[config.mk]
export PLATFORM = sky130hd
export DESIGN_NAME = slot_ptr_ctrl
export DESIGN_NICKNAME = d
export VERILOG_FILES = /design/src/rtl/slot_ptr_pkg.sv /design/src/rtl/slot_rd_ptr.sv /design/src/rtl/slot_ptr_ctrl.sv
export SDC_FILE = /design/constraint.sdc
export NUM_CORES = 1
export LEC_CHECK = 0
export CAP_MARGIN = 20
export CORE_MARGIN = 2
export CORE_UTILIZATION = 41
export CTS_BUF_LIST = sky130_fd_sc_hd__clkbuf_4
export DETAILED_ROUTE_END_ITERATION = 12
export PLACE_DENSITY_LB_ADDON = 0.1
export SYNTH_ARGS = -nofsm -noshare
export SYNTH_HDL_FRONTEND = slang
export SYNTH_SLANG_ARGS = --single-unit
[constraint.sdc]
create_clock -name clk -period 3 [get_ports clk]
set_clock_uncertainty 0.2 [all_clocks]
set_input_delay 0.6 -clock clk [delete_from_list [all_inputs] [get_ports clk]]
set_output_delay 0.6 -clock clk [all_outputs]
set_load 0.02 [all_outputs]
[src/rtl/slot_ptr_pkg.sv]
// Shared pointer arithmetic for the circular slot buffer: a pointer is ADDR_W
// index bits plus one wrap bit, carried here in a fixed-width container.
package slot_ptr_pkg;

    localparam int unsigned MAX_RD = 8;
    localparam int unsigned MAX_PW = 16;

    typedef logic [MAX_PW-1:0] ptr_t;

    function automatic int unsigned ptr_w(input int unsigned addr_w);
        return addr_w + 1;
    endfunction

    function automatic ptr_t ptr_mask(input int unsigned addr_w);
        ptr_t m;
        m = '0;
        for (int unsigned b = 0; b < MAX_PW; b++) begin
            if (b <= addr_w) m[b] = 1'b1;
        end
        return m;
    endfunction

    function automatic ptr_t ptr_inc(input ptr_t p, input int unsigned addr_w);
        return (p + ptr_t'(1)) & ptr_mask(addr_w);
    endfunction

    function automatic ptr_t ptr_occ(input ptr_t wr, input ptr_t rd, input int unsigned addr_w);
        return (wr - rd) & ptr_mask(addr_w);
    endfunction

    function automatic logic ptr_empty(input ptr_t wr, input ptr_t rd, input int unsigned addr_w);
        return ((wr ^ rd) & ptr_mask(addr_w)) == '0;
    endfunction

    // Full: wrap bits differ while index bits match.
    function automatic logic ptr_full(input ptr_t wr, input ptr_t rd, input int unsigned addr_w);
        ptr_t wrap;
        wrap = '0;
        wrap[addr_w] = 1'b1;
        return ((wr ^ rd) & ptr_mask(addr_w)) == wrap;
    endfunction

endpackage

[src/rtl/slot_rd_ptr.sv]
// One reader's pointer: release acceptance, mask-follow, occupancy/flags and
// sticky underflow.
module slot_rd_ptr
    import slot_ptr_pkg::*;
#(
    parameter int unsigned ADDR_W    = 2,
    parameter int unsigned AF_THRESH = 3
) (
    input  logic              clk,
    input  logic              rst_n,
    input  logic              i_en,
    input  logic              i_release,
    input  logic              i_err_clr,
    input  logic [ADDR_W:0]   i_wr_ptr,
    input  logic [ADDR_W:0]   i_wr_ptr_nxt,
    output logic [ADDR_W-1:0] o_addr,
    output logic              o_greenflag,
    output logic [ADDR_W:0]   o_count,
    output logic              o_full,
    output logic              o_af,
    output logic              o_udf
);

    localparam int unsigned     PW   = ptr_w(ADDR_W);
    localparam logic [PW-1:0]   AF_T = PW'(AF_THRESH);

    logic [PW-1:0] r_rd_ptr;
    logic          r_udf;
    logic [PW-1:0] w_occ;
    logic [PW-1:0] w_rd_inc;
    logic          w_empty;
    logic          w_full;
    logic          w_accept;

    assign w_occ    = PW'(ptr_occ(ptr_t'(i_wr_ptr), ptr_t'(r_rd_ptr), ADDR_W));
    assign w_rd_inc = PW'(ptr_inc(ptr_t'(r_rd_ptr), ADDR_W));
    assign w_empty  = ptr_empty(ptr_t'(i_wr_ptr), ptr_t'(r_rd_ptr), ADDR_W);
    assign w_full   = ptr_full(ptr_t'(i_wr_ptr), ptr_t'(r_rd_ptr), ADDR_W);
    assign w_accept = i_release & i_en & ~w_empty;

    // A masked reader tracks the post-commit write pointer so it re-enters empty.
    always_ff @(posedge clk or negedge rst_n) begin
        if (!rst_n) begin
            r_rd_ptr <= '0;
        end else if (!i_en) begin
            r_rd_ptr <= i_wr_ptr_nxt;
        end else if (w_accept) begin
            r_rd_ptr <= w_rd_inc;
        end
    end

    always_ff @(posedge clk or negedge rst_n) begin
        if (!rst_n) begin
            r_udf <= 1'b0;
        end else if (i_release && !w_accept) begin
            r_udf <= 1'b1;
        end else if (i_err_clr) begin
            r_udf <= 1'b0;
        end
    end

    assign o_addr      = r_rd_ptr[ADDR_W-1:0];
    assign o_greenflag = i_en & ~w_empty;
    assign o_count     = i_en ? w_occ : '0;
    assign o_full      = i_en & w_full;
    assign o_af        = i_en & (w_occ >= AF_T);
    assign o_udf       = r_udf;

endmodule

[src/rtl/slot_ptr_ctrl.sv]
// Pointer and flag controller for a circular slot buffer with one writer and
// NUM_RD independent readers.
module slot_ptr_ctrl
    import slot_ptr_pkg::*;
#(
    parameter int unsigned ADDR_W    = 2,
    parameter int unsigned NUM_RD    = 2,
    parameter int unsigned AF_THRESH = 3
) (
    input  logic                         clk,
    input  logic                         rst_n,
    input  logic                         wr_commit,
    output logic [ADDR_W-1:0]            wr_addr,
    output logic                         wr_greenflag,
    output logic                         wr_almost_full,
    input  logic [NUM_RD-1:0]            rd_en_mask,
    input  logic [NUM_RD-1:0]            rd_release,
    output logic [NUM_RD*ADDR_W-1:0]     rd_addr,
    output logic [NUM_RD-1:0]            rd_greenflag,
    output logic [NUM_RD*(ADDR_W+1)-1:0] rd_count,
    input  logic                         err_clr,
    output logic                         wr_ovf,
    output logic [NUM_RD-1:0]            rd_udf
);

    localparam int unsigned PW = ptr_w(ADDR_W);

    logic [PW-1:0]     r_wr_ptr;
    logic              r_wr_ovf;
    logic [PW-1:0]     w_wr_inc;
    logic [PW-1:0]     w_wr_ptr_nxt;
    logic              w_wr_accept;
    logic [NUM_RD-1:0] w_rd_full;
    logic [NUM_RD-1:0] w_rd_af;

    assign w_wr_inc     = PW'(ptr_inc(ptr_t'(r_wr_ptr), ADDR_W));
    assign w_wr_accept  = wr_commit & wr_greenflag;
    assign w_wr_ptr_nxt = w_wr_accept ? w_wr_inc : r_wr_ptr;

    always_ff @(posedge clk or negedge rst_n) begin
        if (!rst_n) begin
            r_wr_ptr <= '0;
        end else begin
            r_wr_ptr <= w_wr_ptr_nxt;
        end
    end

    // A rejected commit in the same cycle as err_clr keeps the flag set.
    always_ff @(posedge clk or negedge rst_n) begin
        if (!rst_n) begin
            r_wr_ovf <= 1'b0;
        end else if (wr_commit && !wr_greenflag) begin
            r_wr_ovf <= 1'b1;
        end else if (err_clr) begin
            r_wr_ovf <= 1'b0;
        end
    end

    for (genvar g = 0; g < NUM_RD; g++) begin : g_rd
        slot_rd_ptr #(
            .ADDR_W    (ADDR_W),
            .AF_THRESH (AF_THRESH)
        ) u_rd (
            .clk          (clk),
            .rst_n        (rst_n),
            .i_en         (rd_en_mask[g]),
            .i_release    (rd_release[g]),
            .i_err_clr    (err_clr),
            .i_wr_ptr     (r_wr_ptr),
            .i_wr_ptr_nxt (w_wr_ptr_nxt),
            .o_addr       (rd_addr[g*ADDR_W +: ADDR_W]),
            .o_greenflag  (rd_greenflag[g]),
            .o_count      (rd_count[g*PW +: PW]),
            .o_full       (w_rd_full[g]),
            .o_af         (w_rd_af[g]),
            .o_udf        (rd_udf[g])
        );
    end

    assign wr_addr        = r_wr_ptr[ADDR_W-1:0];
    assign wr_greenflag   = ~|w_rd_full;
    assign wr_almost_full = |w_rd_af;
    assign wr_ovf         = r_wr_ovf;

endmodule

==> impl_metrics.csv, run 1 <==
group,metric,value,unit
floorplanning,coreArea,2450,µm²
power_and_ir_drop,cellPowerDensity,1360,nW/µm²
outcome,outcome,"completed",
global_routing,grt_max_degree,13,
layout,final-seq-area,300,µm²
sta,fin_crit,2.91,ns
sta,rsz0062_at_grt,"yes",
layout,num-fill-cells,240,
clock_tree,cts_tree,"yes",
clock_tree,postCtsHoldBufs,0,
drt,wl_met3,145,µm
clock_tree,cts_sinks,12,
place,dp_hpwl,1850,µm
drt,wirelength,2350,µm
place,io_buffers,26,
synth,seq_area_frac_synth,0.284,
power_and_ir_drop,p_leak,0.667,nW
drt,drtIter0Drc,26,
layout,utilization,0.568,
global_routing,grt_pass1_wl,3850,µm
global_routing,grt.total_usage,0.181,
place,dp_slack,-0.0363,ns
drt,met2WireLength,1110,µm
synth,ys_seq_elements,12,
setup_path,crit_required,2.20,ns
layout,multiInputGateArea,619,µm²
min_path,min_path_cells,2,
setup_path,worstSetupEndpointType,"output port",
power_and_ir_drop,peakVddDrop,0.708,mV
synth,synth_flop_cell,"dfrtp_1",
sta,fin_setup_tns,0,ns
drt,route.detailed.wl_per_inst,13.5,µm
synth,postSynthAreaPerCell,9.27,µm²
layout,syn2layout_area_growth,31.8,%
sta,fin_crit_sh,0.971,
place,placed_area,1360,µm²
layout,drive_above_1_share,0.167,
drt,drc,0,
setup_path,cp.arrival,2.11,ns
setup_path,r2r_cells,5,
clock_tree,cts_inserted_buffers,3,
sta,setup_ws,0.0855,ns
clock_tree,cts_buffer_depth,2,
clock_tree,worstSkewPairLatency,0.27,ns
sta,clock.fmax,0.343,GHz
place,gp_congestion,0.797,
floorplanning,initial_utilization,0.431,
layout,layout_commonest_cell,"clkdlybuf4s50_1",
sta,maxSlewViolCount,0,
setup_path,rrSetupSlack,0.73,ns
global_routing,gr-total-overflow,0,
floorplanning,rows,18,
sta,relSlewSlack,0.601,
setup_path,path_class,"flop to output port",
drt,dr.pass1.iters,4,
drt,routedLengthMet1,1090,µm
global_routing,antenna_found_initial,0,
synth,syn_area,1060,µm²
drt,top_layer,"met4",
floorplanning,die-width,54.8,µm
sta,setup_viol,0,
drt,dr_total_vias,914,
global_routing,grt_pass1_vias,868,
floorplanning,io_pins,27,
synth,synth_edf_count,0,
run,cap_violations,0,
sta,worst_slew_pin_slew,0.596,ns
setup_path,crit_path_start_kind,"flop",
layout,final_nets,163,
drt,ant_nets,0,
clock_tree,cts_max_level,1,
drt,viasPerCell,5.25,
synth,syn_inst,114,
layout,fin_area,1390,µm²
synth,syn-num-nets,131,
min_path,holdCritPathClass,"flop to flop",
floorplanning,die_h,54.8,µm
layout,layout_common_cells,"clkdlybuf4s50_1 (20), buf_4 (14), inv_1 (12), dfrtp_1 (12), nand2_1 (9)",
setup_path,worstPathMaxFanout,4,
clock_tree,cts_root_buffer,"clkbuf_4",
synth,yosys_warnings,0,
layout,diodes,0,
synth,synthArstFlopShare,1.00,
clock_tree,clk_pin_slew,0.08,ns
synth,synth.distinct_cells,37,
floorplanning,fp.dieArea,3000,µm²
sta,finalHoldViolations,0,
-- state kept, by name, summed over array words and instances, names as in the netlist --
name,count
wr_ovf,1
g_rd.u_rd.r_rd_ptr,6
g_rd.u_rd.o_udf,2
r_wr_ptr,3
-- critical path: stages (launching register included) --
cell and delay, ns:
dfrtp_1 0.39, inv_2 0.09, ha_1 0.15, inv_1 0.05, fa_1 0.37, xnor2_1 0.13, and2_1 0.16, or3_1 0.35
buf_2 0.16
-- cell usage after synthesis, drive strengths merged (2+ instances only) --
library cell,count,area share
nor3,2,0.0095
nor2b,2,0.012
a21oi,2,0.0095
xor2,4,0.040
xnor2,9,0.075
o21ai,5,0.024
a31oi,2,0.012
o22ai,4,0.024
fa,2,0.038
o21a,2,0.014
nand3,2,0.0095
mux2i,5,0.047
and2,2,0.012
dfrtp,12,0.28
ha,7,0.083
o211ai,2,0.014
mux2,3,0.032
inv,13,0.046
buf,13,0.091
nand2,9,0.032
-- stage by stage --
stage	hold slack [ns]	total power, mW	std cells
finish	0.338	1.89	174
global route	0.375	2.06	174
CTS	0.339	1.89	173
detailed placement	0.325	1.82	170
global placement	0.317	1.79	170
floorplan	0.104	1.32	114
-- layer usage --
layer  vias to the layer above  track usage
met5                         -            0
met4                         0       0.0625
met3                         2       0.0273
met2                        31        0.304
met1                       436        0.235
li1                        445            -
-- layout make-up --
cell class                      instances  area share
Timing Repair Buffer                   40       0.262
Inverter                               13      0.0350
Clock buffer                            3      0.0162
Multi-Input combinational cell         76       0.444
Tap cell                               30      0.0269
Sequential cell                        12       0.215
-- cell families (layout without fill, tap and decap cells) --
kind of cell | after synthesis | after routing | synth area share
buffers and inverters | 26 | 56 | 0.137
AOI/OAI and AO/OA | 23 | 23 | 0.149
and+or+nand+nor | 23 | 23 | 0.115
xor gates and xnor gates | 13 | 13 | 0.115
DFF | 12 | 12 | 0.284
adders and majority gates | 9 | 9 | 0.121
muxes | 8 | 8 | 0.0793
-- report_power, final --
part	leakage [nW]	switching [mW]	internal [mW]	total, mW
combinational	0.511	0.754	0.707	1.46
sequential	0.143	0.0945	0.239	0.333
clock	0.0138	0.0543	0.0464	0.101
-- what timing repair did --
action                                 4_1_cts  5_1_grt
setup endpoints to repair                    3        5
buffers inserted                             0        1
endpoints found under the hold margin        0        0
resized for setup                            7        4
-- worst paths after layout --
kind | start | endpoint
worst min register to register | g_rd[1].u_rd.o_udf$_DFFE_PN0P_ | g_rd[1].u_rd.o_udf$_DFFE_PN0P_
min in group asynchronous | rst_n | r_wr_ptr[0]$_DFF_PN0_
max in group asynchronous | rst_n | r_wr_ptr[2]$_DFF_PN0_
worst min-delay path | g_rd[1].u_rd.o_udf$_DFFE_PN0P_ | g_rd[1].u_rd.o_udf$_DFFE_PN0P_
worst max register to register | r_wr_ptr[1]$_DFF_PN0_ | g_rd[0].u_rd.r_rd_ptr[1]$_DFFE_PN0P_
worst max-delay path | r_wr_ptr[0]$_DFF_PN0_ | wr_almost_full
Note: power is estimated with default switching activity, not from simulation.
==> inputs of run 2 (changes only) <==
--- a/config.mk
+++ b/config.mk
@@ -6,7 +6,6 @@
 export NUM_CORES = 1
 export LEC_CHECK = 0
 export CAP_MARGIN = 20
-export CORE_MARGIN = 2
 export CORE_UTILIZATION = 41
 export CTS_BUF_LIST = sky130_fd_sc_hd__clkbuf_4
 export DETAILED_ROUTE_END_ITERATION = 12
==> constraint.sdc (replaced) <==
create_clock -name clk -period 3 [get_ports clk]
set_clock_uncertainty 0.2 [all_clocks]
set_input_delay 0.6 -clock clk [delete_from_list [all_inputs] [get_ports clk]]
set_output_delay 0.6 -clock clk [all_outputs]
set_load 0.01 [all_outputs]
==> impl_metrics.csv, run 2 (same netlist as run 1, synthesis figures left out) <==
group,metric,value,unit
outcome,outcome,"completed",
drt,wirelength,2250,µm
power_and_ir_drop,p_clk_frac,0.059,
place,dp_hpwl,1850,µm
floorplanning,die_h,52.8,µm
sta,setup_viol,0,
sta,fin_crit,2.87,ns
setup_path,cp.arrival,2.07,ns
clock_tree,worstSkewPairLatency,0.27,ns
layout,final_nets,161,
setup_path,worstPathMaxFanout,3,
drt,route.detailed.wl_per_inst,13.0,µm
global_routing,gr-total-overflow,0,
sta,finalHoldViolations,0,
setup_path,rrSetupSlack,0.83,ns
drt,viasPerCell,5.09,
layout,top_register,"g_rd.u_rd.r_rd_ptr",
floorplanning,initial_utilization,0.431,
setup_path,crit_end,"wr_almost_full",
clock_tree,cts_inserted_buffers,3,
min_path,holdCritPathClass,"flop to flop",
drt,drc,0,
setup_path,crit_path_start_kind,"flop",
clock_tree,cts_tree,"yes",
drt,top_layer,"met4",
clock_tree,cts_root_buffer,"clkbuf_4",
setup_path,crit_required,2.20,ns
place,io_buffers,26,
drt,drtIter0Drc,4,
place,numPlacedInstances,168,
global_routing,grt_pass1_vias,844,
setup_path,r2r_cells,5,
drt,dr.pass1.iters,4,
layout,layout_commonest_cell,"clkdlybuf4s50_1",
layout,num-fill-cells,244,
place,placed_area,1340,µm²
sta,maxSlewViolCount,0,
setup_path,path_class,"flop to output port",
global_routing,grt.total_usage,0.184,
sta,worst_slew_pin_slew,0.565,ns
power_and_ir_drop,switching_share,0.438,
setup_path,crit_start,"r_wr_ptr[0]$_DFF_PN0_",
layout,diodes,0,
clock_tree,cts_sinks,12,
layout,utilization,0.560,
drt,wl_met3,93,µm
global_routing,antenna_found_initial,0,
floorplanning,coreArea,2450,µm²
layout,largest_reg_flops,6,
drt,met2WireLength,1080,µm
power_and_ir_drop,p_comb_frac,0.757,
power_and_ir_drop,power.internal,0.988,mW
layout,fin_area,1380,µm²
run,cap_violations,0,
place,gp_congestion,0.800,
setup_path,reg2reg_to,"g_rd[0].u_rd.r_rd_ptr[1]$_DFFE_PN0P_",
layout,layout.cells.non_filler,173,
global_routing,grt_max_degree,13,
clock_tree,cts_buffer_depth,2,
power_and_ir_drop,p_leak,0.638,nW
setup_path,worstSetupEndpointType,"output port",
floorplanning,rows,18,
sta,fin_crit_sh,0.956,
floorplanning,fp.dieArea,2790,µm²
floorplanning,io_pins,27,
drt,routedLengthMet1,1040,µm
drt,ant_nets,0,
setup_path,rr_startpoint,"r_wr_ptr[1]$_DFF_PN0_",
floorplanning,die-width,52.8,µm
sta,clock.fmax,0.349,GHz
layout,drive_above_1_share,0.147,
global_routing,grt_pass1_wl,3660,µm
power_and_ir_drop,cellPowerDensity,1280,nW/µm²
drt,dr_total_vias,880,
sta,fin_setup_tns,0,ns
clock_tree,clk_pin_slew,0.08,ns
sta,holdWs,0.330,ns
layout,layout_common_cells,"clkdlybuf4s50_1 (23), inv_1 (12), dfrtp_1 (12), buf_4 (12)",
power_and_ir_drop,peakVddDrop,0.606,mV
clock_tree,cts_max_level,1,
sta,relSlewSlack,0.622,
power_and_ir_drop,p_switching,0.768,mW
sta,rsz0062_at_grt,"no",
power_and_ir_drop,pwr-share-seq,0.184,
layout,syn2layout_area_growth,30.1,%
run 2: cell types whose count changed in the layout (fill, tap and decap cells not counted), sizes merged:
cell / delta
buf: -3
clkbuf: +1
clkdlybuf4s50: +3
clkinv: +1
dlygate4sd2: -2
dlymetal6s2s: -1
run 2: worst max-delay path, cell delays in order (launching register included):
cell      delay, ns
dfrtp_1        0.39
inv_2          0.07
ha_1           0.14
inv_1          0.05
fa_1           0.37
xnor2_1        0.13
and2_1         0.16
or3_1          0.36
clkbuf_2       0.13
run 2: final cells by class:
class | count | area, µm² | area share
multi-input combinational | 76 | 612 | 0.445
clock buffer | 3 | 22.5 | 0.0164
inverter | 13 | 48.8 | 0.0355
tap | 30 | 37.5 | 0.0273
timing repair buffer | 38 | 350 | 0.255
clock inverter | 1 | 3.75 | 0.00273
sequential | 12 | 300 | 0.218
run 2: worst min path at each step:
stage / start / to / slack [ns] / cells after the start
final: g_rd[0].u_rd.o_udf$_DFFE_PN0P_ / g_rd[0].u_rd.o_udf$_DFFE_PN0P_ / 0.33 / 2
after global routing: g_rd[1].u_rd.o_udf$_DFFE_PN0P_ / g_rd[1].u_rd.o_udf$_DFFE_PN0P_ / 0.37 / 2
after CTS: g_rd[0].u_rd.o_udf$_DFFE_PN0P_ / g_rd[0].u_rd.o_udf$_DFFE_PN0P_ / 0.33 / 2
after detailed placement: g_rd[0].u_rd.o_udf$_DFFE_PN0P_ / g_rd[0].u_rd.o_udf$_DFFE_PN0P_ / 0.32 / 2
after global placement: g_rd[0].u_rd.o_udf$_DFFE_PN0P_ / g_rd[0].u_rd.o_udf$_DFFE_PN0P_ / 0.32 / 2
after floorplan: rst_n / g_rd[0].u_rd.o_udf$_DFFE_PN0P_ / 0.10 / 0
run 2: power by group through the flow:
stage                     Combinational [mW]  Sequential, mW  Clock, mW
final                                   1.33           0.323      0.103
after global routing                    1.47           0.332      0.112
after CTS                               1.36           0.324      0.108
after detailed placement                1.36           0.327          0
after global placement                  1.33           0.323          0
after floorplan                        0.878           0.322          0
run 2: metal layers:
metal | global-route usage | vias to the layer above
li1 | - | 443
met2 | 0.306 | 22
met5 | 0 | -
met3 | 0.0203 | 4
met1 | 0.230 | 411
met4 | 0.101 | 0
run 2: timing repair:
action	CTS	global route
hold buffers	0	0
buffers inserted	1	0
resized for setup	3	3
gates cloned	0	0
endpoints found under the setup margin	1	3
pin swaps	0	0
run 2: stage by stage:
step / worst slack, ns / power [mW]
2_1_floorplan: 0.384 / 1.20
3_3_place_gp: 0.0763 / 1.65
3_5_place_dp: 0.0415 / 1.68
6_report: 0.133 / 1.76
5_1_grt: 0.00874 / 1.91
4_1_cts: 0.00745 / 1.79
==> inputs of run 3 (changes only) <==
--- a/config.mk
+++ b/config.mk
@@ -7,7 +7,6 @@
 export LEC_CHECK = 0
 export CAP_MARGIN = 20
 export CORE_UTILIZATION = 41
-export CTS_BUF_LIST = sky130_fd_sc_hd__clkbuf_4
 export DETAILED_ROUTE_END_ITERATION = 12
 export PLACE_DENSITY_LB_ADDON = 0.1
 export SYNTH_ARGS = -nofsm -noshare
==> impl_metrics.csv, run 3 (same netlist as run 1, synthesis figures left out) <==
group,metric,value,unit
sta,fin_crit_sh,0.957,
drt,wirelength,2240,µm
sta,finalHoldViolations,0,
outcome,outcome,"completed",
layout,fin_area,1390,µm²
place,gp_congestion,0.800,
drt,drtIter0Drc,3,
power_and_ir_drop,peakVddDrop,0.601,mV
floorplanning,rows,18,
place,numPlacedInstances,168,
sta,worst_slew_pin_slew,0.567,ns
clock_tree,cts_inserted_buffers,3,
layout,final_nets,161,
place,placed_area,1340,µm²
layout,syn2layout_area_growth,31.0,%
power_and_ir_drop,p_leak,0.644,nW
power_and_ir_drop,cellPowerDensity,1290,nW/µm²
setup_path,crit_end,"wr_almost_full",
clock_tree,cts_tree,"yes",
setup_path,cpPeakStageDelay,0.39,ns
layout,largest_reg_flops,6,
setup_path,path_class,"flop to output port",
setup_path,critPathTopFamily,"simple AND/OR/NAND/NOR gates",
layout,layout.cells.non_filler,173,
layout,diodes,0,
sta,clock.fmax,0.348,GHz
sta,relSlewSlack,0.621,
floorplanning,die-width,52.8,µm
layout,top_register,"g_rd.u_rd.r_rd_ptr",
sta,holdWs,0.330,ns
drt,drc,0,
clock_tree,postCtsHoldBufs,0,
global_routing,antenna_found_initial,0,
sta,fin_crit,2.87,ns
global_routing,grt.total_usage,0.186,
clock_tree,cts_root_buffer,"clkbuf_4",
layout,drive_above_1_share,0.154,
setup_path,rrSetupSlack,0.83,ns
setup_path,crit_chain,"inv_2 -> ha_1 -> inv_1 -> fa_1 -> xnor2_1 -> and2_1 -> or3_1 -> clkbuf_2",
place,io_buffers,26,
clock_tree,worstSkewPairLatency,0.27,ns
setup_path,reg2reg_to,"g_rd[0].u_rd.r_rd_ptr[1]$_DFFE_PN0P_",
drt,ant_nets,0,
sta,maxSlewViolCount,0,
global_routing,gr-total-overflow,0,
setup_path,worstSetupPathDepth,8,
setup_path,rr_startpoint,"r_wr_ptr[1]$_DFF_PN0_",
clock_tree,cts_buffer_depth,2,
clock_tree,clk_pin_slew,0.08,ns
layout,layout_commonest_cell,"clkdlybuf4s50_1",
global_routing,grt_max_degree,13,
global_routing,grt_pass1_vias,844,
setup_path,crit_start,"r_wr_ptr[0]$_DFF_PN0_",
floorplanning,die_h,52.8,µm
setup_path,path_buf_inv,3,
sta,fin_setup_tns,0,ns
setup_path,critical-path-slowest-cell,"dfrtp_1",
floorplanning,io_pins,27,
place,dp_hpwl,1850,µm
min_path,holdCritPathClass,"flop to flop",
layout,layout_common_cells,"clkdlybuf4s50_1 (23), inv_1 (12), dfrtp_1 (12), buf_4 (12)",
sta,rsz0062_at_grt,"no",
global_routing,grt_pass1_wl,3670,µm
setup_path,crit_path_start_kind,"flop",
drt,viasPerCell,5.10,
setup_path,crit_required,2.20,ns
floorplanning,coreArea,2450,µm²
sta,setup_viol,0,
setup_path,r2r_cells,5,
drt,route.detailed.wl_per_inst,12.9,µm
run,cap_violations,0,
setup_path,worstPathMaxFanout,3,
setup_path,worstSetupEndpointType,"output port",
drt,dr_total_vias,883,
drt,dr.pass1.iters,4,
floorplanning,fp.dieArea,2790,µm²
setup_path,cp.arrival,2.07,ns
clock_tree,cts_sinks,12,
clock_tree,cts_max_level,1,
floorplanning,initial_utilization,0.431,
layout,utilization,0.564,
-- run 3: cell count changes in the layout (fill, tap and decap cells not counted) --
cell,change
clkbuf_8,+1
clkinv_1,-1
-- run 3: power breakdown --
part	total [mW]	leakage (nW)	internal (mW)	switching (mW)
Sequential	0.323	0.143	0.239	0.0844
Combinational	1.33	0.480	0.701	0.628
Clock	0.131	0.0210	0.0738	0.0576
Total	1.78	0.644	1.01	0.770
-- run 3: how the worst min path moves through the flow --
stage	start	endpoint	slack [ns]	cells past startpoint
floorplan	rst_n	g_rd[0].u_rd.o_udf$_DFFE_PN0P_	0.10	0
global placement	g_rd[0].u_rd.o_udf$_DFFE_PN0P_	g_rd[0].u_rd.o_udf$_DFFE_PN0P_	0.32	2
detailed placement	g_rd[0].u_rd.o_udf$_DFFE_PN0P_	g_rd[0].u_rd.o_udf$_DFFE_PN0P_	0.32	2
CTS	g_rd[0].u_rd.o_udf$_DFFE_PN0P_	g_rd[0].u_rd.o_udf$_DFFE_PN0P_	0.33	2
global route	g_rd[1].u_rd.o_udf$_DFFE_PN0P_	g_rd[1].u_rd.o_udf$_DFFE_PN0P_	0.37	2
finish	g_rd[0].u_rd.o_udf$_DFFE_PN0P_	g_rd[0].u_rd.o_udf$_DFFE_PN0P_	0.33	2
-- run 3: worst reg2reg max path: cells and delay by family, from the launching register on --
family	cells	cell delay, ns
AND/OR/NAND/NOR	3	0.82
flip-flops	1	0.49
adder cells (fa/ha/maj)	1	0.39
AO/OA/AOI/OAI	1	0.20
-- run 3: area by class of cell --
type                            instances  area [µm²]
Fill cell                             241        1070
Multi-Input combinational cell         76         612
Sequential cell                        12         300
Timing Repair Buffer                   38         350
Tap cell                               30        37.5
Inverter                               13        48.8
Clock buffer                            4        36.3
-- run 3: metal layers --
metal	GRT usage	share of wire	routed length, µm
met5	0	0	0
met4	0.114	0.023	51
met3	0.0203	0.042	95
met2	0.306	0.47	1060
met1	0.230	0.46	1030
-- run 3: metrics by stage --
step / setup slack [ns] / power [mW]
2_1_floorplan: 0.384 / 1.20
3_3_place_gp: 0.0763 / 1.65
3_5_place_dp: 0.0415 / 1.68
4_1_cts: 0.00591 / 1.82
5_1_grt: 0.00416 / 1.94
6_report: 0.130 / 1.78
-- run 3: what timing repair did --
| item | CTS | global route |
|---|---|---|
| setup endpoints to repair | 1 | 3 |
| buffers inserted | 1 | 0 |
| endpoints found under the hold margin | 0 | 0 |
| resized for setup | 3 | 3 |
